<file path="src/rtl/fetch_pkg.sv">
// Shared definitions for the fetch sequencer: FSM state encoding, default
// widths and the halt-marker instruction word.
package fetch_pkg;

  localparam int DEFAULT_PC_WIDTH    = 8;
  localparam int DEFAULT_INSTR_WIDTH = 32;
  localparam int DEFAULT_COUNT_WIDTH = 16;

  // All-ones word marks end of program when halt detection is built in.
  localparam logic [DEFAULT_INSTR_WIDTH-1:0] HALT_WORD = '1;

  typedef enum logic [1:0] {
    IDLE = 2'd0,
    RUN  = 2'd1,
    HALT = 2'd2
  } fetchState_e;

endpackage

</file>
<file path="src/rtl/fetch_output_stage.sv">
// One-entry valid/ready output register between fetch and decode.
// Priority: flush > load > drain-on-transfer. Data holds while stalled.
module fetch_output_stage
  import fetch_pkg::*;
#(
  parameter int PC_WIDTH    = DEFAULT_PC_WIDTH,
  parameter int INSTR_WIDTH = DEFAULT_INSTR_WIDTH
) (
  input  logic                   clock,
  input  logic                   reset,
  input  logic                   flush,
  input  logic                   load,
  input  logic [INSTR_WIDTH-1:0] loadInstr,
  input  logic [PC_WIDTH-1:0]    loadPc,
  input  logic                   decodeReady,
  output logic                   instrValid,
  output logic [INSTR_WIDTH-1:0] instrOut,
  output logic [PC_WIDTH-1:0]    instrPc,
  output logic                   transfer
);

  // A word moves to decode whenever it is valid and decode is ready.
  assign transfer = instrValid && decodeReady;

  // Capture, flush or drain the held word.
  always_ff @(posedge clock) begin
    // NOTE: state registers use non-blocking assignments so every flop
    // samples pre-edge values, independent of statement order.
    if (reset) begin
      // NOTE: the data registers are reset too, not just the valid bit, so the
      // outputs show a defined zero word and zero pc straight out of reset.
      instrValid <= 1'b0;
      instrOut   <= '0;
      instrPc    <= '0;
    end else if (flush) begin
      instrValid <= 1'b0;
    end else if (load) begin
      instrValid <= 1'b1;
      instrOut   <= loadInstr;
      instrPc    <= loadPc;
    end else if (transfer) begin
      instrValid <= 1'b0;
    end
  end

endmodule

</file>
<file path="src/rtl/fetch_sequencer.sv">
// Fetch sequencer: owns the program counter, the IDLE/RUN/HALT FSM and the
// accepted-word counter; the held word lives in fetch_output_stage.
// Optional build macro: FETCH_HALT_DETECT_EN (all-ones word stops fetching).
module fetch_sequencer
  import fetch_pkg::*;
#(
  parameter int PC_WIDTH    = DEFAULT_PC_WIDTH,
  parameter int INSTR_WIDTH = DEFAULT_INSTR_WIDTH,
  parameter int COUNT_WIDTH = DEFAULT_COUNT_WIDTH
) (
  input  logic                   clock,
  input  logic                   reset,
  input  logic                   start,
  output logic [PC_WIDTH-1:0]    imemAddr,
  input  logic [INSTR_WIDTH-1:0] imemInstr,
  output logic                   instrValid,
  input  logic                   decodeReady,
  output logic [INSTR_WIDTH-1:0] instrOut,
  output logic [PC_WIDTH-1:0]    instrPc,
  input  logic                   redirectValid,
  input  logic [PC_WIDTH-1:0]    redirectTarget,
  output logic [COUNT_WIDTH-1:0] fetchCount,
  output logic                   halted
);

  fetchState_e          state;
  fetchState_e          stateNext;
  logic [PC_WIDTH-1:0]  pc;
  logic [PC_WIDTH-1:0]  pcNext;
  logic                 load;
  logic                 flush;
  logic                 transfer;

  assign imemAddr = pc;

  // State, pc and counter registers.
  always_ff @(posedge clock) begin
    if (reset) begin
      state      <= IDLE;
      pc         <= '0;
      fetchCount <= '0;
    end else begin
      state <= stateNext;
      pc    <= pcNext;
      if (transfer) begin
        fetchCount <= fetchCount + COUNT_WIDTH'(1);
      end
    end
  end

  // Next-state, next-pc and output-stage controls; redirect beats load/stall.
  always_comb begin
    // NOTE: every signal gets a default first so no path leaves it unassigned,
    // which would otherwise infer a latch.
    stateNext = state;
    pcNext    = pc;
    load      = 1'b0;
    flush     = 1'b0;
    case (state)
      IDLE: begin
        if (redirectValid) begin
          pcNext = redirectTarget;
        end
        if (start) begin
          stateNext = RUN;
        end
      end
      RUN: begin
        if (redirectValid) begin
          pcNext = redirectTarget;
          flush  = 1'b1;
        end else if (!instrValid || decodeReady) begin
          load = 1'b1;
`ifdef FETCH_HALT_DETECT_EN
          if (imemInstr == {INSTR_WIDTH{1'b1}}) begin
            stateNext = HALT;
          end else begin
            pcNext = pc + PC_WIDTH'(1);
          end
`else
          pcNext = pc + PC_WIDTH'(1);
`endif
        end
      end
      HALT: begin
        if (redirectValid) begin
          pcNext    = redirectTarget;
          flush     = 1'b1;
          stateNext = RUN;
        end
      end
      default: begin
        stateNext = IDLE;
      end
    endcase
  end

`ifdef FETCH_HALT_DETECT_EN
  assign halted = (state == HALT);
`else
  assign halted = 1'b0;
`endif

  fetch_output_stage #(
    .PC_WIDTH    (PC_WIDTH),
    .INSTR_WIDTH (INSTR_WIDTH)
  ) outputStage (
    .clock       (clock),
    .reset       (reset),
    .flush       (flush),
    .load        (load),
    .loadInstr   (imemInstr),
    .loadPc      (pc),
    .decodeReady (decodeReady),
    .instrValid  (instrValid),
    .instrOut    (instrOut),
    .instrPc     (instrPc),
    .transfer    (transfer)
  );

endmodule

</file>
<file path="config.mk">
export PLATFORM = sky130hd
export DESIGN_NAME = fetch_sequencer
export DESIGN_NICKNAME = d
export VERILOG_FILES = /design/src/rtl/fetch_pkg.sv /design/src/rtl/fetch_output_stage.sv /design/src/rtl/fetch_sequencer.sv
export SDC_FILE = /design/constraint.sdc
export NUM_CORES = 1
export LEC_CHECK = 0
export CORE_MARGIN = 2
export CORE_UTILIZATION = 38
export DETAILED_ROUTE_END_ITERATION = 8
export PLACE_DENSITY_LB_ADDON = 0.12
export SETUP_SLACK_MARGIN = 0.15
export SLEW_MARGIN = 20
export SYNTH_ARGS = -nofsm -noshare
export SYNTH_HDL_FRONTEND = slang
export SYNTH_SLANG_ARGS = --single-unit
</file>
<file path="constraint.sdc">
create_clock -name clock -period 1.6 [get_ports clock]
set_clock_uncertainty 0.05 [all_clocks]
set_input_delay 0.32 -clock clock [delete_from_list [all_inputs] [get_ports clock]]
set_output_delay 0.32 -clock clock [all_outputs]
set_load 0.05 [all_outputs]
</file>
Word-level counts from Yosys, hierarchy flattened. Index checks and enable logic that the tools add are counted.

Input bits: 45. Register bits: 67. Logic and storage cells: 42.

Equality and inequality tests: 6. Muxes and demuxes: 14. Bitwise logic cells: 2. Add/sub/neg operators: 2. Reductions and logical operators: 12.

Operators by type and width (count): 8-bit 2-to-1 mux (3); 16-bit by 1-bit adder with 16-bit output (second input constant) (1); 8-bit one-hot mux with 2 select lines (1); 8-bit by 1-bit adder with 8-bit output (second input constant) (1); 1-bit 2-to-1 mux (7); 2-bit one-hot mux with 3 select lines (1); 3-bit AND reduction (2); 2-bit OR reduction (3); 2-bit 2-to-1 mux (2); 2-bit != test (second input constant) (2); 2-bit nonzero test (2); 3-bit != test (second input constant) (1); 2-bit by 1-bit equality test with 1-bit output (second input constant) (1); 2-bit equality test (second input constant) (1); 2-bit logical NOT (1); 2-bit by 1-bit != test with 1-bit output (second input constant) (1); 1-bit inverter (2); 2-bit AND reduction (1); 1-bit logical AND (1); 1-bit logical NOT (1); 1-bit logical OR (1).

Longest topological paths before layout.
Depth in word-level cells: 6. Mapped depth: 6. Mapped depth without buffers: 5.

Modules after synthesis. Synthesis repeated with hierarchy kept, for this count alone.

Cell total of the unflattened synthesis: 328. Area, all modules: 3118.0 um2.

By module, submodules not included: fetch_output_stage (instances 1, cells an instance 187, area an instance 1880.6 um2); fetch_sequencer (instances 1, cells an instance 141, area an instance 1237.4 um2).

Least setup slack after synthesis. OpenSTA, ideal clock, no wires.

Path type: reg-to-reg. From: reg outputStage.instrValid. To: reg fetchCount[9]. Cell stages (with the launch flop): 5. Setup slack: -0.431 ns. Arrival: 1.910 ns. Clock period less this slack: 2.031 ns. Buffers on the path: 0. Data required time: 1.479 ns. Setup time: 0.071 ns. Path through: dfxtp_1 -> nand3_2 -> or4_4 -> or3_1 -> a21oi_1.

Word-level cells in the longest chain between the ends: 1.

RTL lines: start: declaration (line fetch_output_stage.sv:16) `output logic instrValid,`; start signal: assignment (line fetch_output_stage.sv:32) `instrValid <= 1'b0;`; start signal: assignment (line fetch_output_stage.sv:36) `instrValid <= 1'b0;`; start signal: assignment (line fetch_output_stage.sv:38) `instrValid <= 1'b1;`; 1-bit logical AND (line fetch_output_stage.sv:23) `assign transfer = instrValid && decodeReady;`; end signal: assignment (line fetch_sequencer.sv:46) `fetchCount <= fetchCount + COUNT_WIDTH'(1);`; end: declaration (line fetch_sequencer.sv:22) `output logic [COUNT_WIDTH-1:0] fetchCount,`.

Every way passes these cells. A chain may end at the register's enable or synchronous reset.

Worst setup path after layout. Ends and elaborated chain as after synthesis.

==> report_table.html <==
<table>
<tr><th>Metric</th><th>Value</th></tr>
<tr><th colspan="2">Placed design</th></tr>
<tr><td>Placed instance count</td><td>473</td></tr>
<tr><td>Post-place instance area</td><td>about 4200 sq um</td></tr>
<tr><td>Sum of net half-perimeters after detailed placement</td><td>4760 um</td></tr>
<tr><td>Last weighted congestion value of the routability-driven placer</td><td>0.815</td></tr>
<tr><td>I/O Buffers</td><td>around 110</td></tr>
<tr><td>Placement-stage worst setup slack</td><td>-0.513 ns</td></tr>
<tr><th colspan="2">STA</th></tr>
<tr><td>Final critical-path required period</td><td>1.54 ns</td></tr>
<tr><td>Total count of max-transition violations in the final report</td><td>0</td></tr>
<tr><td>Crit path setup slack, layout</td><td>0.0638 ns</td></tr>
<tr><td>Number of endpoints with negative hold slack in the final report</td><td>0</td></tr>
<tr><td>Worst hold-check slack</td><td>0.264 ns</td></tr>
<tr><td>Part of the cycle the worst path needs</td><td>a little over nine tenths</td></tr>
<tr><td>Unrepaired setup endpoints after global routing</td><td>true</td></tr>
<tr><td>Post-Route Setup TNS</td><td>0 ns</td></tr>
<tr><td>Max Clk Rate</td><td>651 MHz</td></tr>
<tr><td>Final number of setup-violating endpoints</td><td>0</td></tr>
<tr><th colspan="2">Clocking</th></tr>
<tr><td>Insertion delay to the later sink of the worst-skew pair</td><td>0.34 ns</td></tr>
<tr><td>Clock transition at path regs</td><td>approximately 0.07 ns</td></tr>
<tr><td>TritonCTS clock tree</td><td>yes</td></tr>
<tr><td>Count of hold buffers inserted by post-cts repair</td><td>0</td></tr>
<tr><td>Clk sink count</td><td>66</td></tr>
<tr><td>Buffers from clock root to sink, at most</td><td>2</td></tr>
<tr><td>Number of buffers created by CTS</td><td>9</td></tr>
<tr><td>H-tree lvl count</td><td>3</td></tr>
<tr><td>Root buffer cell</td><td>sky130_fd_sc_hd__clkbuf_8</td></tr>
<tr><th colspan="2">Final layout</th></tr>
<tr><td>Post-layout util</td><td>67.0%</td></tr>
<tr><td>Sequential cell area</td><td>approximately 1400 sq um</td></tr>
<tr><td>Commonest non-fill, non-tap cell in the layout</td><td>sky130_fd_sc_hd__nor2_1</td></tr>
<tr><td># nets final</td><td>457</td></tr>
<tr><td>Area of the multi-input gates</td><td>1280 sq um</td></tr>
<tr><td>Area growth from synthesis to layout</td><td>72.1%</td></tr>
<tr><td>Ant diodes</td><td>0</td></tr>
<tr><td>Top library cells by usage in the layout, fill and taps aside</td><td>sky130_fd_sc_hd__nor2_1 (61), sky130_fd_sc_hd__buf_4 (58), sky130_fd_sc_hd__dfxtp_1 (45)</td></tr>
<tr><td>Proportion of layout cells with a drive suffix above 1</td><td>34.7%</td></tr>
<tr><td>Final Instance Area</td><td>about 4500 sq um</td></tr>
<tr><td>Non-Filler Instances</td><td>495</td></tr>
<tr><td>Fill count</td><td>about 560</td></tr>
<tr><th colspan="2">Setup path</th></tr>
<tr><td>Worst Path Class, Setup</td><td>flop to flop</td></tr>
<tr><td>Worst setup slack for register-to-register paths</td><td>0.06 ns</td></tr>
<tr><td>Endpoint class of the critical path</td><td>flop</td></tr>
<tr><td>Maximum fanout count along the critical path</td><td>4</td></tr>
<tr><td>CP max-delay cell</td><td>sky130_fd_sc_hd__or4_4</td></tr>
<tr><td>Worst path cell trace</td><td>nand3_4, or4_4, or3_1, a21oi_1</td></tr>
<tr><td>Data arrival time of the worst path</td><td>1.76 ns</td></tr>
<tr><td>Worst R2R Path Depth</td><td>4</td></tr>
<tr><td>Startpoint type of the worst setup path</td><td>flop</td></tr>
<tr><td>Critical path required time</td><td>1.82 ns</td></tr>
<tr><td>Stage delay of the slowest cell on the critical path</td><td>0.53 ns</td></tr>
<tr><th colspan="2">Routing</th></tr>
<tr><td>Sum of met2 wire segment lengths after detailed routing</td><td>3300 um</td></tr>
<tr><td>Routed Wire Length</td><td>6640 um</td></tr>
<tr><td>Via density</td><td>4.83</td></tr>
<tr><td>Top routing layer in use</td><td>met4</td></tr>
<tr><td>Vias</td><td>2392</td></tr>
<tr><td>WL/cell</td><td>13.4 um</td></tr>
<tr><td>First-iteration detailed-routing DRC count</td><td>46</td></tr>
<tr><td>Post-route met1 wirelength</td><td>2770 um</td></tr>
<tr><td>Remaining antenna violation count after routing</td><td>0</td></tr>
<tr><td>Routed length on met3</td><td>441 um</td></tr>
<tr><td>DRC</td><td>0</td></tr>
<tr><td>Iteration count of the initial detailed-routing pass</td><td>4</td></tr>
<tr><th colspan="2">Synth</th></tr>
<tr><td>Netlist area before placement</td><td>around 2600 sq um</td></tr>
<tr><td>Post-Synthesis Cells</td><td>277</td></tr>
<tr><td>Ys Warns</td><td>0</td></tr>
<tr><td>Synthesized area per cell</td><td>9.49 sq um</td></tr>
<tr><td>Async SR Flop Fraction</td><td>0%</td></tr>
<tr><td>Post-synth EDFFs</td><td>0</td></tr>
<tr><td>Top flip-flop cell by instance count after synthesis</td><td>sky130_fd_sc_hd__dfxtp_1</td></tr>
<tr><td>Yosys cell types</td><td>32</td></tr>
<tr><td>Net Count, Synth</td><td>324</td></tr>
<tr><td>Proportion of synthesized chip area in sequential cells</td><td>roughly half</td></tr>
<tr><td>Number of flip-flops and latches in the synthesized netlist</td><td>66</td></tr>
<tr><th colspan="2">Power</th></tr>
<tr><td>Sw Ratio</td><td>roughly 30%</td></tr>
<tr><td>Combinational share of power</td><td>18.8%</td></tr>
<tr><td>Leakage power summed over all cells</td><td>1.78 nW</td></tr>
<tr><td>Net load switching power</td><td>1.10 mW</td></tr>
<tr><td>Power per unit of standard cell area</td><td>823 nW/um^2</td></tr>
<tr><td>Maximum vdd drop</td><td>0.619 mV</td></tr>
<tr><td>Post-route total power</td><td>roughly 3.7 mW</td></tr>
<tr><td>Internal Pwr Total</td><td>2.63 mW</td></tr>
<tr><td>Fraction of power consumed by the clock network</td><td>about a third</td></tr>
<tr><td>Share of total power in sequential cells</td><td>between 40% and 50%</td></tr>
<tr><th colspan="2">Worst hold path</th></tr>
<tr><td>Instance count along the most critical hold path</td><td>2</td></tr>
<tr><td>Path class of the lowest-slack min-delay path</td><td>primary input to flop</td></tr>
<tr><th colspan="2">Floorplanning</th></tr>
<tr><td>Die width</td><td>roughly 87 um</td></tr>
<tr><td>Top-level port count</td><td>111</td></tr>
<tr><td>Core outline area</td><td>6760 sq um</td></tr>
<tr><td>Number of rows created at floorplan</td><td>30</td></tr>
<tr><td>Initial core utilization</td><td>between 30% and 40%</td></tr>
<tr><td>Die extent in y</td><td>87.2 um</td></tr>
<tr><td>Floorplan die area</td><td>roughly 7600 sq um</td></tr>
<tr><th colspan="2">GRT</th></tr>
<tr><td>Largest net degree at the start of global routing</td><td>26</td></tr>
<tr><td>Sum of overflow across all layers after global routing</td><td>0</td></tr>
<tr><td>Total routing usage reported by global routing</td><td>18.5%</td></tr>
<tr><td>Number of antenna violations at the first check in global routing</td><td>0</td></tr>
<tr><td>Wire length of the first global-routing pass</td><td>10900 um</td></tr>
<tr><td>Number of global-route vias before repair</td><td>2425</td></tr>
<tr><th colspan="2">Run</th></tr>
<tr><td>Max-cap viol count</td><td>0</td></tr>
<tr><th colspan="2">Status</th></tr>
<tr><td>Outcome</td><td>completed</td></tr>
</table>
-- power by group through the flow --
stage	registers, mW	clock network (mW)	logic [mW]
final	1.74	1.28	0.699
after global routing	1.75	1.39	0.740
after CTS	1.75	1.32	0.700
after detailed placement	1.78	0	0.667
after global placement	1.78	0	0.661
after floorplan	1.97	0	0.178
-- worst max-delay path, delay by kind of cell (launching register included) --
kind / cells / cell delay, ns
and+or+nand+nor: 3 / 0.93
DFF: 1 / 0.37
AOI/OAI and AO/OA: 1 / 0.12
-- final timing paths --
| kind | to | from |
|---|---|---|
| max | fetchCount[9]$_SDFFE_PP0P_ | outputStage.instrValid$_SDFFE_PP0P_ |
| min | outputStage.instrValid$_SDFFE_PP0P_ | reset |
| max reg2reg | fetchCount[9]$_SDFFE_PP0P_ | outputStage.instrValid$_SDFFE_PP0P_ |
| min reg2reg | outputStage.instrOut[18]$_SDFFE_PP0P_ | outputStage.instrOut[18]$_SDFFE_PP0P_ |
-- flip-flops by register name, summed over array words and instances (netlist names) --
signal / count
outputStage.instrValid: 1
imemAddr: 8
outputStage.instrPc: 8
fetchCount: 16
state: 1
outputStage.instrOut: 32
-- cell usage after synthesis, types with 2 or more instances --
cell type                  count  area, sq um
sky130_fd_sc_hd__and3_1        2         12.5
sky130_fd_sc_hd__o21ai_0       5         25.0
sky130_fd_sc_hd__a21oi_1       9         45.0
sky130_fd_sc_hd__or3_1         2         12.5
sky130_fd_sc_hd__inv_1         4         15.0
sky130_fd_sc_hd__nand4_1       5         31.3
sky130_fd_sc_hd__dfxtp_1      66         1320
sky130_fd_sc_hd__nor2_1       61          229
sky130_fd_sc_hd__xor2_1        8         70.1
sky130_fd_sc_hd__a211oi_1      7         52.6
sky130_fd_sc_hd__nor4_1        4         25.0
sky130_fd_sc_hd__and4_1        2         17.5
sky130_fd_sc_hd__mux2i_1      40          400
sky130_fd_sc_hd__ha_1          2         25.0
sky130_fd_sc_hd__buf_2         4         20.0
sky130_fd_sc_hd__nor3_1        4         20.0
sky130_fd_sc_hd__nand3_1       6         30.0
sky130_fd_sc_hd__nand2_1      14         52.6
sky130_fd_sc_hd__nand4b_1      2         17.5
sky130_fd_sc_hd__clkbuf_1     10         37.5
sky130_fd_sc_hd__xnor2_1       9         78.8
-- kinds of logic after synthesis --
group | count (synthesis) | share of synthesized area (%)
xor gates and xnor gates | 17 | 5.66
adders and majority gates | 2 | 0.952
DFF | 66 | 50.3
muxes | 40 | 15.2
AOI/OAI and AO/OA | 22 | 5.04
other | 1 | 0.143
buffers and inverters | 19 | 3.05
and+or+nand+nor | 110 | 19.7
-- layer usage --
metal,vias to the layer above,GRT usage [%]
li1,1218,-
met2,67,31.6
met3,9,5.50
met1,1098,21.1
met5,-,0
met4,0,8.95
-- layout make-up --
| type | instances | area share [%] |
|---|---|---|
| clock buffer | 10 | 3.04 |
| clock inverter | 6 | 0.857 |
| inverter | 4 | 0.332 |
| multi-input combinational | 192 | 28.3 |
| sequential | 66 | 30.4 |
| tap | 80 | 2.21 |
| timing repair buffer | 137 | 34.8 |
-- repair_timing --
item,in CTS,in global routing
endpoints found under the setup margin,53,50
resized for setup,7,7
cloned,2,0
pin swaps,2,3
buffers inserted,4,0
No activity file was read; power rests on OpenSTA's default activity.
